## config.mk

```make
export PLATFORM = sky130hd
export DESIGN_NAME = window_feed_ctrl
export DESIGN_NICKNAME = d
export VERILOG_FILES = /design/src/rtl/window_feed_ctrl_pkg.sv /design/src/rtl/window_feed_ctrl_window_counter.sv /design/src/rtl/window_feed_ctrl.sv
export SDC_FILE = /design/constraint.sdc
export NUM_CORES = 1
export LEC_CHECK = 0
export ABC_AREA = 1
export CORE_MARGIN = 2
export CORE_UTILIZATION = 54
export DETAILED_ROUTE_END_ITERATION = 16
export HOLD_SLACK_MARGIN = 0.08
export PLACE_DENSITY = 0.78
export REMOVE_ABC_BUFFERS = 1
export SYNTH_ARGS = -nofsm -noshare
export SYNTH_HDL_FRONTEND = slang
export SYNTH_SLANG_ARGS = --single-unit
```

## constraint.sdc

```tcl
create_clock -name clk -period 3.4 [get_ports clk]
set_input_delay 1.02 -clock clk [delete_from_list [all_inputs] [get_ports clk]]
set_output_delay 1.02 -clock clk [all_outputs]
set_load 0.02 [all_outputs]
```

## src/rtl/window_feed_ctrl_pkg.sv

```systemverilog
// Shared feature-loader definitions: controller states, memory read latency
// and the column/row address width helpers.
package window_feed_ctrl_pkg;

  typedef enum logic [1:0] {
    IDLE = 2'd0,
    ROW  = 2'd1,
    WAIT = 2'd2,
    DONE = 2'd3
  } wfc_state_e;

  localparam int MEM_LATENCY = 1;

  function automatic int wfcColWidth(input int maxWidth);
    int w;
    w = $clog2(maxWidth + 2);
    return (w < 1) ? 1 : w;
  endfunction

  function automatic int wfcRowWidth(input int maxHeight);
    int w;
    w = $clog2(maxHeight);
    return (w < 1) ? 1 : w;
  endfunction

endpackage

```

## src/rtl/window_feed_ctrl_window_counter.sv

```systemverilog
// Landed-column counter for one window row: tracks n, applies the stride test
// and presents the window coordinates until the consumer accepts them.
module wfc_window_counter
  import window_feed_ctrl_pkg::*;
#(
  parameter int kernelWidth = 3,
  parameter int colW        = 9,
  parameter int rowW        = 8
) (
  input  logic            clk,
  input  logic            nrst,
  input  logic            i_abort,
  input  logic            i_colDone,
  input  logic            i_rowEnd,
  input  logic            i_accept,
  input  logic [1:0]      i_stride,
  input  logic [rowW-1:0] i_rowIdx,
  output logic            o_nextHit,
  output logic            o_winValid,
  output logic [colW-1:0] o_winCol,
  output logic [rowW-1:0] o_winRow
);

  logic [colW:0]   r_n;
  logic [colW:0]   w_nInc;
  logic [1:0]      r_phase;
  logic [colW-1:0] r_colCnt;
  logic            w_reached;

  // r_phase counts columns left until the next stride-aligned window, so the
  // hit test needs no divider; r_colCnt is the running (n-K)/S.
  assign w_nInc    = r_n + (colW+1)'(1);
  assign w_reached = w_nInc >= (colW+1)'(kernelWidth);
  assign o_nextHit = w_reached && (r_phase == 2'd0);

  always_ff @(posedge clk or negedge nrst) begin
    if (!nrst) begin
      r_n        <= '0;
      r_phase    <= '0;
      r_colCnt   <= '0;
      o_winValid <= 1'b0;
      o_winCol   <= '0;
      o_winRow   <= '0;
    end else if (i_abort) begin
      r_n        <= '0;
      r_phase    <= '0;
      r_colCnt   <= '0;
      o_winValid <= 1'b0;
      o_winCol   <= '0;
      o_winRow   <= '0;
    end else begin
      if (o_winValid && i_accept) begin
        o_winValid <= 1'b0;
      end
      if (i_colDone) begin
        if (o_nextHit) begin
          o_winValid <= 1'b1;
          o_winCol   <= r_colCnt;
          o_winRow   <= i_rowIdx;
        end
        if (i_rowEnd) begin
          r_n      <= '0;
          r_phase  <= '0;
          r_colCnt <= '0;
        end else begin
          r_n <= w_nInc;
          if (o_nextHit) begin
            r_phase  <= i_stride - 2'd1;
            r_colCnt <= r_colCnt + colW'(1);
          end else if (w_reached) begin
            r_phase <= r_phase - 2'd1;
          end
        end
      end
    end
  end

endmodule

```

## src/rtl/window_feed_ctrl.sv

```systemverilog
// Sequences feature-memory reads into K row feeders and hands out KxK windows.
// Define WFC_ZERO_PAD_EN to add a zero pad column on each side of every row.
module window_feed_ctrl
  import window_feed_ctrl_pkg::*;
#(
  parameter int kernelWidth = 3,
  parameter int maxWidth    = 256,
  parameter int maxHeight   = 256,
  localparam int colW = wfcColWidth(maxWidth),
  localparam int rowW = wfcRowWidth(maxHeight)
) (
  input  logic                   clk,
  input  logic                   nrst,
  input  logic                   start_i,
  input  logic                   abort_i,
  input  logic [colW-1:0]        cfg_width_i,
  input  logic [rowW-1:0]        cfg_height_i,
  input  logic [1:0]             cfg_stride_i,
  output logic                   rd_en_o,
  output logic [rowW-1:0]        rd_row_o,
  output logic [colW-1:0]        rd_col_o,
  output logic [kernelWidth-1:0] load_o,
  output logic                   pad_o,
  output logic                   win_valid_o,
  input  logic                   win_ready_i,
  output logic [rowW-1:0]        win_row_o,
  output logic [colW-1:0]        win_col_o,
  output logic                   busy_o,
  output logic                   done_o
);

  localparam int kW = (kernelWidth > 1) ? $clog2(kernelWidth) : 1;
  localparam logic [kW-1:0] lastK = kW'(kernelWidth - 1);

  wfc_state_e             r_state, w_stateNext;
  logic [colW-1:0]        r_width;
  logic [rowW-1:0]        r_height;
  logic [1:0]             r_stride;
  logic [colW-1:0]        r_col, w_colNext;
  logic [rowW-1:0]        r_r0, w_r0Next;
  logic [kW-1:0]          r_k, w_kNext;
  logic                   r_frameEnd, w_frameEndNext;
  logic [kernelWidth-1:0] r_load;
  logic                   r_rowEndLand;
  logic [rowW-1:0]        r_landRow;
  logic [colW:0]          w_weff, w_weffCfg;
  logic                   w_issue, w_slotPad, w_lastSlot, w_lastCol, w_lastRow;
  logic                   w_nextHit, w_accept, w_startOk, w_startTake;

`ifdef WFC_ZERO_PAD_EN
  logic r_pad;

  assign w_weff    = {1'b0, r_width} + (colW+1)'(2);
  assign w_weffCfg = {1'b0, cfg_width_i} + (colW+1)'(2);
  assign w_slotPad = (r_col == '0) || ({1'b0, r_col} == w_weff - (colW+1)'(1));
  assign rd_col_o  = rd_en_o ? (r_col - colW'(1)) : '0;
  assign pad_o     = r_pad;

  always_ff @(posedge clk or negedge nrst) begin
    if (!nrst) begin
      r_pad <= 1'b0;
    end else begin
      r_pad <= w_issue && w_slotPad;
    end
  end
`else
  assign w_weff    = {1'b0, r_width};
  assign w_weffCfg = {1'b0, cfg_width_i};
  assign w_slotPad = 1'b0;
  assign rd_col_o  = rd_en_o ? r_col : '0;
  assign pad_o     = 1'b0;
`endif

  // Bounds are compared at widened precision so r0+S+K never wraps.
  assign w_lastSlot = (r_k == lastK);
  assign w_lastCol  = ({1'b0, r_col} == w_weff - (colW+1)'(1));
  assign w_lastRow  = ((rowW+2)'(r_r0) + (rowW+2)'(r_stride) + (rowW+2)'(kernelWidth))
                      > (rowW+2)'(r_height);
  assign w_startOk  = (w_weffCfg >= (colW+1)'(kernelWidth)) &&
                      ((rowW+1)'(cfg_height_i) >= (rowW+1)'(kernelWidth));
  assign w_startTake = (r_state == IDLE) && start_i && !abort_i;

  assign w_issue  = (r_state == ROW) && !abort_i;
  assign rd_en_o  = w_issue && !w_slotPad;
  assign rd_row_o = rd_en_o ? (r_r0 + rowW'(r_k)) : '0;
  assign load_o   = r_load;
  assign busy_o   = (r_state != IDLE);
  assign done_o   = (r_state == DONE) && !abort_i;
  assign w_accept = win_valid_o && win_ready_i;

  always_ff @(posedge clk or negedge nrst) begin
    if (!nrst) begin
      r_state      <= IDLE;
      r_width      <= '0;
      r_height     <= '0;
      r_stride     <= '0;
      r_col        <= '0;
      r_r0         <= '0;
      r_k          <= '0;
      r_frameEnd   <= 1'b0;
      r_load       <= '0;
      r_rowEndLand <= 1'b0;
      r_landRow    <= '0;
    end else begin
      r_state    <= w_stateNext;
      r_col      <= w_colNext;
      r_r0       <= w_r0Next;
      r_k        <= w_kNext;
      r_frameEnd <= w_frameEndNext;
      if (w_startTake) begin
        r_width  <= cfg_width_i;
        r_height <= cfg_height_i;
        r_stride <= (cfg_stride_i == 2'd0) ? 2'd1 : cfg_stride_i;
      end
      r_load       <= w_issue ? (kernelWidth'(1) << r_k) : '0;
      r_rowEndLand <= w_issue && w_lastSlot && w_lastCol;
      if (abort_i || w_startTake) begin
        r_landRow <= '0;
      end else if (r_rowEndLand) begin
        r_landRow <= r_landRow + rowW'(1);
      end
    end
  end

  // A window-completing column parks the FSM in WAIT until that window is taken.
  always_comb begin
    w_stateNext    = r_state;
    w_colNext      = r_col;
    w_r0Next       = r_r0;
    w_kNext        = r_k;
    w_frameEndNext = r_frameEnd;
    case (r_state)
      IDLE: begin
        if (start_i) begin
          w_colNext      = '0;
          w_r0Next       = '0;
          w_kNext        = '0;
          w_frameEndNext = 1'b0;
          w_stateNext    = w_startOk ? ROW : DONE;
        end
      end
      ROW: begin
        if (!w_lastSlot) begin
          w_kNext = r_k + kW'(1);
        end else begin
          w_kNext = '0;
          if (w_lastCol) begin
            w_colNext      = '0;
            w_r0Next       = r_r0 + rowW'(r_stride);
            w_frameEndNext = w_lastRow;
          end else begin
            w_colNext = r_col + colW'(1);
          end
          if (w_nextHit) begin
            w_stateNext = WAIT;
          end else if (w_lastCol && w_lastRow) begin
            w_stateNext = DONE;
          end
        end
      end
      WAIT: begin
        if (w_accept) begin
          w_stateNext = r_frameEnd ? DONE : ROW;
        end
      end
      DONE: w_stateNext = IDLE;
      default: w_stateNext = IDLE;
    endcase
    if (abort_i) begin
      w_stateNext = IDLE;
    end
  end

  wfc_window_counter #(
    .kernelWidth(kernelWidth),
    .colW       (colW),
    .rowW       (rowW)
  ) u_winCounter (
    .clk       (clk),
    .nrst      (nrst),
    .i_abort   (abort_i),
    .i_colDone (r_load[kernelWidth-1]),
    .i_rowEnd  (r_rowEndLand),
    .i_accept  (win_ready_i),
    .i_stride  (r_stride),
    .i_rowIdx  (r_landRow),
    .o_nextHit (w_nextHit),
    .o_winValid(win_valid_o),
    .o_winCol  (win_col_o),
    .o_winRow  (win_row_o)
  );

endmodule
```

==> results of run 1 <==
[logic make-up after synthesis]
family	after synthesis	share of synthesized area, %
fa+ha+maj	25	6.02
buf+inv	134	10.1
other cells	1	0.0674
flops	92	41.4
simple gates	316	25.2
xor+xnor	21	3.30
compound gates	114	13.9
[routing by layer]
layer  GRT usage [%]  share of wire [%]  up-vias
met5               0                  0        -
met2            41.8                 50      106
met3            3.83                4.3       18
li1                -                  -     2417
met1            29.5                 44     2267
met4            7.61                1.6        0
[through the flow]
| step | hold WS [ps] | power, mW | setup slack (ps) |
|---|---|---|---|
| floorplan | 423 | 2.40 | 139 |
| global placement | 441 | 2.82 | -373 |
| detailed placement | 452 | 2.90 | -446 |
| CTS | 467 | 3.60 | 2.89 |
| global route | 503 | 3.91 | 25.3 |
| finish | 465 | 3.61 | 134 |
[worst paths after layout]
| path | endpoint | slack (ps) | start |
|---|---|---|---|
| max in group asynchronous | r_col[1] | 2030 | nrst |
| min reg2reg | r_landRow[7] | 470 | r_landRow[7] |
| max | rd_row_o[7] | 130 | r_r0[1] |
| min in group asynchronous | u_winCounter.r_n[4] | 680 | nrst |
| min | r_landRow[7] | 470 | r_landRow[7] |
| max reg2reg | r_state[0] | 290 | r_r0[1] |
[worst max-delay path, stage by stage (launching register included)]
cell and delay [ps]:
sky130_fd_sc_hd__dfrtp_2 450, sky130_fd_sc_hd__buf_4 150, sky130_fd_sc_hd__ha_1 280, sky130_fd_sc_hd__a21oi_1 230
sky130_fd_sc_hd__nor2_1 130, sky130_fd_sc_hd__and3_1 160, sky130_fd_sc_hd__nor3_1 140, sky130_fd_sc_hd__dlygate4sd2_1 350
[flip-flops by register name (all words and copies together) (netlist names), 9 cells and up]
| signal | cells |
|---|---|
| u_winCounter.r_n | 10 |
| r_col | 9 |
| r_width | 9 |
| u_winCounter.o_winCol | 9 |
| u_winCounter.r_colCnt | 9 |
[report_power, final]
group,leakage [nW],switching [mW],internal (mW)
registers,1.24,0.137,1.26
logic,1.69,0.963,0.552
clock network,0.0800,0.420,0.274
total,3.02,1.52,2.09
[cell usage in the layout (no fill, tap or decap), types with 3 or more instances in the layout]
cell	Yosys	routed
sky130_fd_sc_hd__dfrtp_1	92	91
sky130_fd_sc_hd__or2_2	6	6
sky130_fd_sc_hd__nor4_1	5	5
sky130_fd_sc_hd__a21oi_1	19	19
sky130_fd_sc_hd__ha_1	22	22
sky130_fd_sc_hd__clkbuf_8	0	9
sky130_fd_sc_hd__nand2_2	6	6
sky130_fd_sc_hd__o22ai_1	17	17
sky130_fd_sc_hd__nor2_1	67	64
sky130_fd_sc_hd__xor2_1	19	19
sky130_fd_sc_hd__clkbuf_2	0	5
sky130_fd_sc_hd__nor2_2	2	4
sky130_fd_sc_hd__inv_1	113	113
sky130_fd_sc_hd__nand3_1	46	46
sky130_fd_sc_hd__o21ai_2	18	18
sky130_fd_sc_hd__nor3_1	19	19
sky130_fd_sc_hd__dlygate4sd2_1	0	5
sky130_fd_sc_hd__clkdlybuf4s15_2	0	3
sky130_fd_sc_hd__clkdlybuf4s50_1	0	43
sky130_fd_sc_hd__o21ai_0	40	39
sky130_fd_sc_hd__inv_2	4	4
sky130_fd_sc_hd__buf_4	3	18
sky130_fd_sc_hd__o22ai_2	10	10
sky130_fd_sc_hd__nor2_4	3	4
sky130_fd_sc_hd__nand2_1	148	148
sky130_fd_sc_hd__clkdlybuf4s15_1	0	6
sky130_fd_sc_hd__clkinvlp_4	0	4
sky130_fd_sc_hd__nand4_1	6	6
[repair_timing]
action	CTS	global route
gates resized for setup	36	12
buffers inserted	0	4
endpoints found under the setup margin	19	19
pin swaps	0	0
[layout make-up]
cell class / instances / share of cell area (%)
inverter: 119 / 6.79
sequential: 92 / 35.0
multi-input combinational: 477 / 41.3
timing repair buffer: 82 / 11.6
tap: 136 / 2.59
clock inverter: 7 / 0.894
clock buffer: 9 / 1.88
==> impl_metrics.csv, run 1 <==
group,metric,value,unit
floorplanning,fp.dieH,106,um
route,dr.pass1.iters,5,
cells_and_area,drive_gt1_share,13.1,%
sta,setup_viol,0,
floorplanning,core_region_area,0.0102,mm2
cts,clock_tree.buffer_depth,2,
synth,postSynthRegisterBits,92,
cts,tritoncts,"built",
cells_and_area,n_antenna_cell,0,
global_route,grt_util_all_layers,23.6,%
min_path,holdCritPathClass,"flop to flop",
synth,synth_enable_flop_cells,0,
cells_and_area,n_fill_cell,875,
floorplanning,io_pins,66,
cts,worst_skew_pair.late_latency,360,ps
floorplanning,floorplan.die.width,106,um
run,max_cap_violations,0,
sta,max_freq,306,MHz
synth,synth.top_cell.area_share,41.4,%
synth,netlist_instances,703,
placed_design,dpl_cell_area,0.00638,mm2
sta,final-hold-violation-count,0,
synth,post-synth-top-area-cell,"sky130_fd_sc_hd__dfrtp_1",
synth,yosys-top-cells-count,"148 x sky130_fd_sc_hd__nand2_1, 113 x sky130_fd_sc_hd__inv_1, 92 x sky130_fd_sc_hd__dfrtp_1",
power_and_ir_drop,vdd.ir_drop.worst,353,uV
cts,clock_tree.htree_level_count,3,
synth,post_synth_num_cell_types,44,
cells_and_area,multi_input_comb_area,0.00272,mm2
route,wl,12600,um
sta,fin_crit,3270,ps
sta,skew,14.3,ps
synth,synthArstFlopShare,100,%
power_and_ir_drop,power-per-cell-area,548,mW/mm2
route,wire_per_inst,13.6,um
worst_setup_path,start_kind,"flop",
sta,finalMaxSlewViolations,0,
sta,setup-tns-final,0,ps
cts,cts_num_sinks,92,
global_route,grt.overflow.total,0,
floorplanning,initial_core_util,54.7,%
cells_and_area,post-route-cell-area,0.00658,mm2
sta,grt_setup_unrepaired,"false",
worst_setup_path,critical_path_class,"flop to primary output",
global_route,first_global_vias,4694,
cts,clock-root-buffer,"sky130_fd_sc_hd__clkbuf_8",
cts,cts_made_buffers,9,
min_path,worstHoldPathCells,1,
cts,clk_pin_slew_worst_paths,100,ps
cells_and_area,areaGrowthSynthToFinish,18.2,%
route,via_per_inst,5.21,
worst_setup_path,setup.worst_path.end_class,"primary output",
synth,synthMostInstantiatedCell,"sky130_fd_sc_hd__nand2_1",
cells_and_area,instances_no_fill,922,
status,outcome,"finished clean",
global_route,largest_net_degree_at_the_start_of_global_routing,52,
sta,tightestPinTransition,664,ps
sta,final_worst_path_cycle_share,96.1,%
placed_design,placedCellCount,902,
cells_and_area,fin_nets,830,
sta,slew-limit-headroom,55.8,%
worst_setup_path,required,2380,ps
global_route,antenna_found_initial,0,
placed_design,dp_hpwl,9620,um
synth,yosysSeqAreaShare,41.4,%
synth,synth.avg_cell_area,7.92,um2
placed_design,placement.io_buffers,64,
synth,yosys_warnings,0,
synth,ys.flop_type,"sky130_fd_sc_hd__dfrtp_1",
route,antenna_left,0,
worst_setup_path,r2r.worst_path.cells,22,
worst_setup_path,worst_ep_arrival_time,2250,ps
worst_setup_path,worstPathMaxFanout,5,
floorplanning,floorplan.die_area,0.0111,mm2
route,drcViolationCount,0,
synth,netlist_top_cells_area,"sky130_fd_sc_hd__dfrtp_1 41%, sky130_fd_sc_hd__nand2_1 10%, sky130_fd_sc_hd__inv_1 7.6%, sky130_fd_sc_hd__ha_1 4.9%, sky130_fd_sc_hd__nor2_1 4.5%",
floorplanning,placement_rows,37,
synth,syn-cell-area,0.00557,mm2
placed_design,place_congestion,0.950,
cells_and_area,area.sequential,0.00230,mm2
power_and_ir_drop,p_leak,3.02,nW
cts,hold_buffers,0,
global_route,grt_pass1_wl,21400,um
route,drt_first_iter_violations,294,
cells_and_area,utilization,64.6,%
route,detailroute.via_count,4808,
(Power assumes the default switching activity.)
==> run 2, diff against run 1 <==
--- a/config.mk
+++ b/config.mk
@@ -9,4 +9,5 @@
 export CORE_MARGIN = 2
 export CORE_UTILIZATION = 54
+export CTS_CLUSTER_SIZE = 10
 export DETAILED_ROUTE_END_ITERATION = 16
 export HOLD_SLACK_MARGIN = 0.08
==> constraint.sdc (replaced) <==
create_clock -name clk -period 3.4 [get_ports clk]
set_input_delay 0.68 -clock clk [delete_from_list [all_inputs] [get_ports clk]]
set_output_delay 0.68 -clock clk [all_outputs]
set_load 0.02 [all_outputs]
==> run 2 against run 1 <==
Clock power increased by 17%. Die area unchanged. Hold slack got worse by 160 ps. Utilization decreased by 0.15 points. Combinational power about the same. Critical path type unchanged.
==> impl_metrics.csv, run 2 (synthesized netlist as in run 1, its figures left out) <==
group,metric,value,unit
power_and_ir_drop,p_leak,2.95,nW
cts,cts_made_buffers,9,
cts,worst_skew_pair.late_latency,380,ps
worst_setup_path,worst_ep_arrival_time,2550,ps
sta,final_worst_path_cycle_share,95.0,%
global_route,antenna_found_initial,0,
power_and_ir_drop,comb_power_share,40.8,%
cells_and_area,utilization,64.5,%
sta,grt_setup_unrepaired,"false",
sta,final-hold-violation-count,0,
route,dr_wl_met2,6490,um
global_route,largest_net_degree_at_the_start_of_global_routing,48,
cts,cts_num_sinks,92,
route,maxUsedRoutingLayer,"met4",
cts,clock_tree.buffer_depth,2,
placed_design,dpl_cell_area,0.00632,mm2
status,outcome,"finished clean",
sta,fin_crit,3230,ps
worst_setup_path,start_kind,"flop",
cells_and_area,largest_reg_flops,10,
route,m1WireLength,5570,um
placed_design,placedCellCount,896,
power_and_ir_drop,switchingPower,1.57,mW
power_and_ir_drop,fin_total_pwr,3.73,mW
power_and_ir_drop,internal-power,2.16,mW
floorplanning,io_pins,66,
cells_and_area,instances_no_fill,914,
floorplanning,floorplan.die.width,106,um
sta,skew,15.4,ps
worst_setup_path,required,2720,ps
cells_and_area,layout.cells.most_common_list,"148 x sky130_fd_sc_hd__nand2_1, 113 x sky130_fd_sc_hd__inv_1, 91 x sky130_fd_sc_hd__dfrtp_1",
floorplanning,initial_core_util,54.7,%
route,detailroute.via_count,4916,
global_route,first_global_vias,4766,
power_and_ir_drop,power-per-cell-area,568,mW/mm2
worst_setup_path,critical_path.startpoint,"r_state[0]",
floorplanning,fp.dieH,106,um
worst_setup_path,critical_path_class,"flop to primary output",
cells_and_area,fin_nets,822,
floorplanning,placement_rows,37,
cells_and_area,areaGrowthSynthToFinish,18.0,%
cells_and_area,max_flop_register,"u_winCounter.r_n",
sta,tightestPinTransition,748,ps
route,antenna_left,0,
power_and_ir_drop,power.sequential.fraction,37.5,%
route,via_per_inst,5.38,
route,met3_length,600,um
cts,tritoncts,"built",
global_route,grt.overflow.total,0,
cts,clock_tree.htree_level_count,3,
min_path,holdCritPathClass,"primary input to async pin",
route,wl,13000,um
cells_and_area,post-route-cell-area,0.00657,mm2
power_and_ir_drop,vdd.ir_drop.worst,339,uV
placed_design,dp_slack,151,ps
worst_setup_path,r2r.worst_path.cells,21,
sta,setup_viol,0,
worst_setup_path,crit-reg2reg-launch,"r_r0[1]",
placed_design,dp_hpwl,9840,um
sta,fin_hold_ws,310,ps
route,drcViolationCount,0,
power_and_ir_drop,clock_power_share,21.8,%
sta,setup-tns-final,0,ps
sta,max_freq,310,MHz
route,wire_per_inst,14.3,um
cts,hold_buffers,0,
power_and_ir_drop,swShare,42.2,%
placed_design,place_congestion,0.950,
floorplanning,core_region_area,0.0102,mm2
sta,final.setup.worst_slack,172,ps
global_route,grt_util_all_layers,24.0,%
route,drt_first_iter_violations,319,
route,dr.pass1.iters,5,
worst_setup_path,setup.worst_path.end_class,"primary output",
run,max_cap_violations,0,
cells_and_area,drive_gt1_share,11.3,%
sta,finalMaxSlewViolations,0,
cells_and_area,layout_commonest_cell,"sky130_fd_sc_hd__nand2_1",
global_route,grt_pass1_wl,21500,um
placed_design,placement.io_buffers,64,
worst_setup_path,worstPathMaxFanout,17,
floorplanning,floorplan.die_area,0.0111,mm2
cts,clk_pin_slew_worst_paths,100,ps
cells_and_area,n_antenna_cell,0,
sta,slew-limit-headroom,50.1,%
cells_and_area,n_fill_cell,893,
cts,clock-root-buffer,"sky130_fd_sc_hd__clkbuf_8",
## run 2: changes by cell type in the layout (fill, tap and decap cells not counted), moves of 2 or more
cell / before / now
sky130_fd_sc_hd__clkdlybuf4s15_2: 3 / 0
sky130_fd_sc_hd__clkbuf_2: 5 / 0
sky130_fd_sc_hd__buf_4: 18 / 11
sky130_fd_sc_hd__inv_8: 1 / 3
sky130_fd_sc_hd__clkdlybuf4s15_1: 6 / 0
sky130_fd_sc_hd__clkdlybuf4s50_1: 43 / 63
sky130_fd_sc_hd__dlygate4sd2_1: 5 / 0
sky130_fd_sc_hd__clkinvlp_4: 4 / 0
## run 2: what timing repair did
| item | CTS | global route |
|---|---|---|
| endpoints found under the setup margin | 0 | 2 |
| resized for setup | 0 | 5 |
| buffers inserted | 0 | 2 |
## run 2: power groups by stage
| stage | Sequential (mW) | Combinational (mW) | Clock [mW] |
|---|---|---|---|
| finish | 1.40 | 1.52 | 0.811 |
| global route | 1.42 | 1.72 | 0.870 |
| CTS | 1.40 | 1.47 | 0.827 |
| detailed placement | 1.42 | 1.46 | 0 |
| global placement | 1.41 | 1.37 | 0 |
| floorplan | 1.39 | 1.01 | 0 |
## run 2: final timing paths
| path | slack, ps | end |
|---|---|---|
| setup / recovery | 170 | rd_row_o[7] |
| hold / removal | 310 | u_winCounter.r_n[5] |
| setup reg to reg | 290 | r_state[1] |
| hold reg to reg | 480 | r_landRow[7] |
| max in group asynchronous | 2340 | u_winCounter.r_colCnt[1] |
| min in group clk | 480 | r_landRow[7] |
## run 2: layout make-up
cell class | count | area [um2] | area share [%]
multi-input cells | 477 | 2720 | 41.4
flip-flops and latches | 92 | 2300 | 35.1
repair buffers | 74 | 713 | 10.9
inverters | 119 | 447 | 6.80
well taps | 136 | 170 | 2.59
clock buffers | 9 | 124 | 1.89
clock inverters | 7 | 90.1 | 1.37
## run 2: worst max-delay path, cell delays in order, from the launching register on
cell,delay [ps]
sky130_fd_sc_hd__dfrtp_1,430
sky130_fd_sc_hd__inv_1,120
sky130_fd_sc_hd__nor2_4,230
sky130_fd_sc_hd__inv_2,140
sky130_fd_sc_hd__nor2_1,170
sky130_fd_sc_hd__inv_2,190
sky130_fd_sc_hd__nor3_1,240
sky130_fd_sc_hd__clkdlybuf4s50_1,650
## run 2: metal layers
layer  vias up  GRT usage (%)
met3        35           4.89
met5         -              0
met4         0           10.9
met1      2356           30.0
li1       2392              -
met2       133           40.1
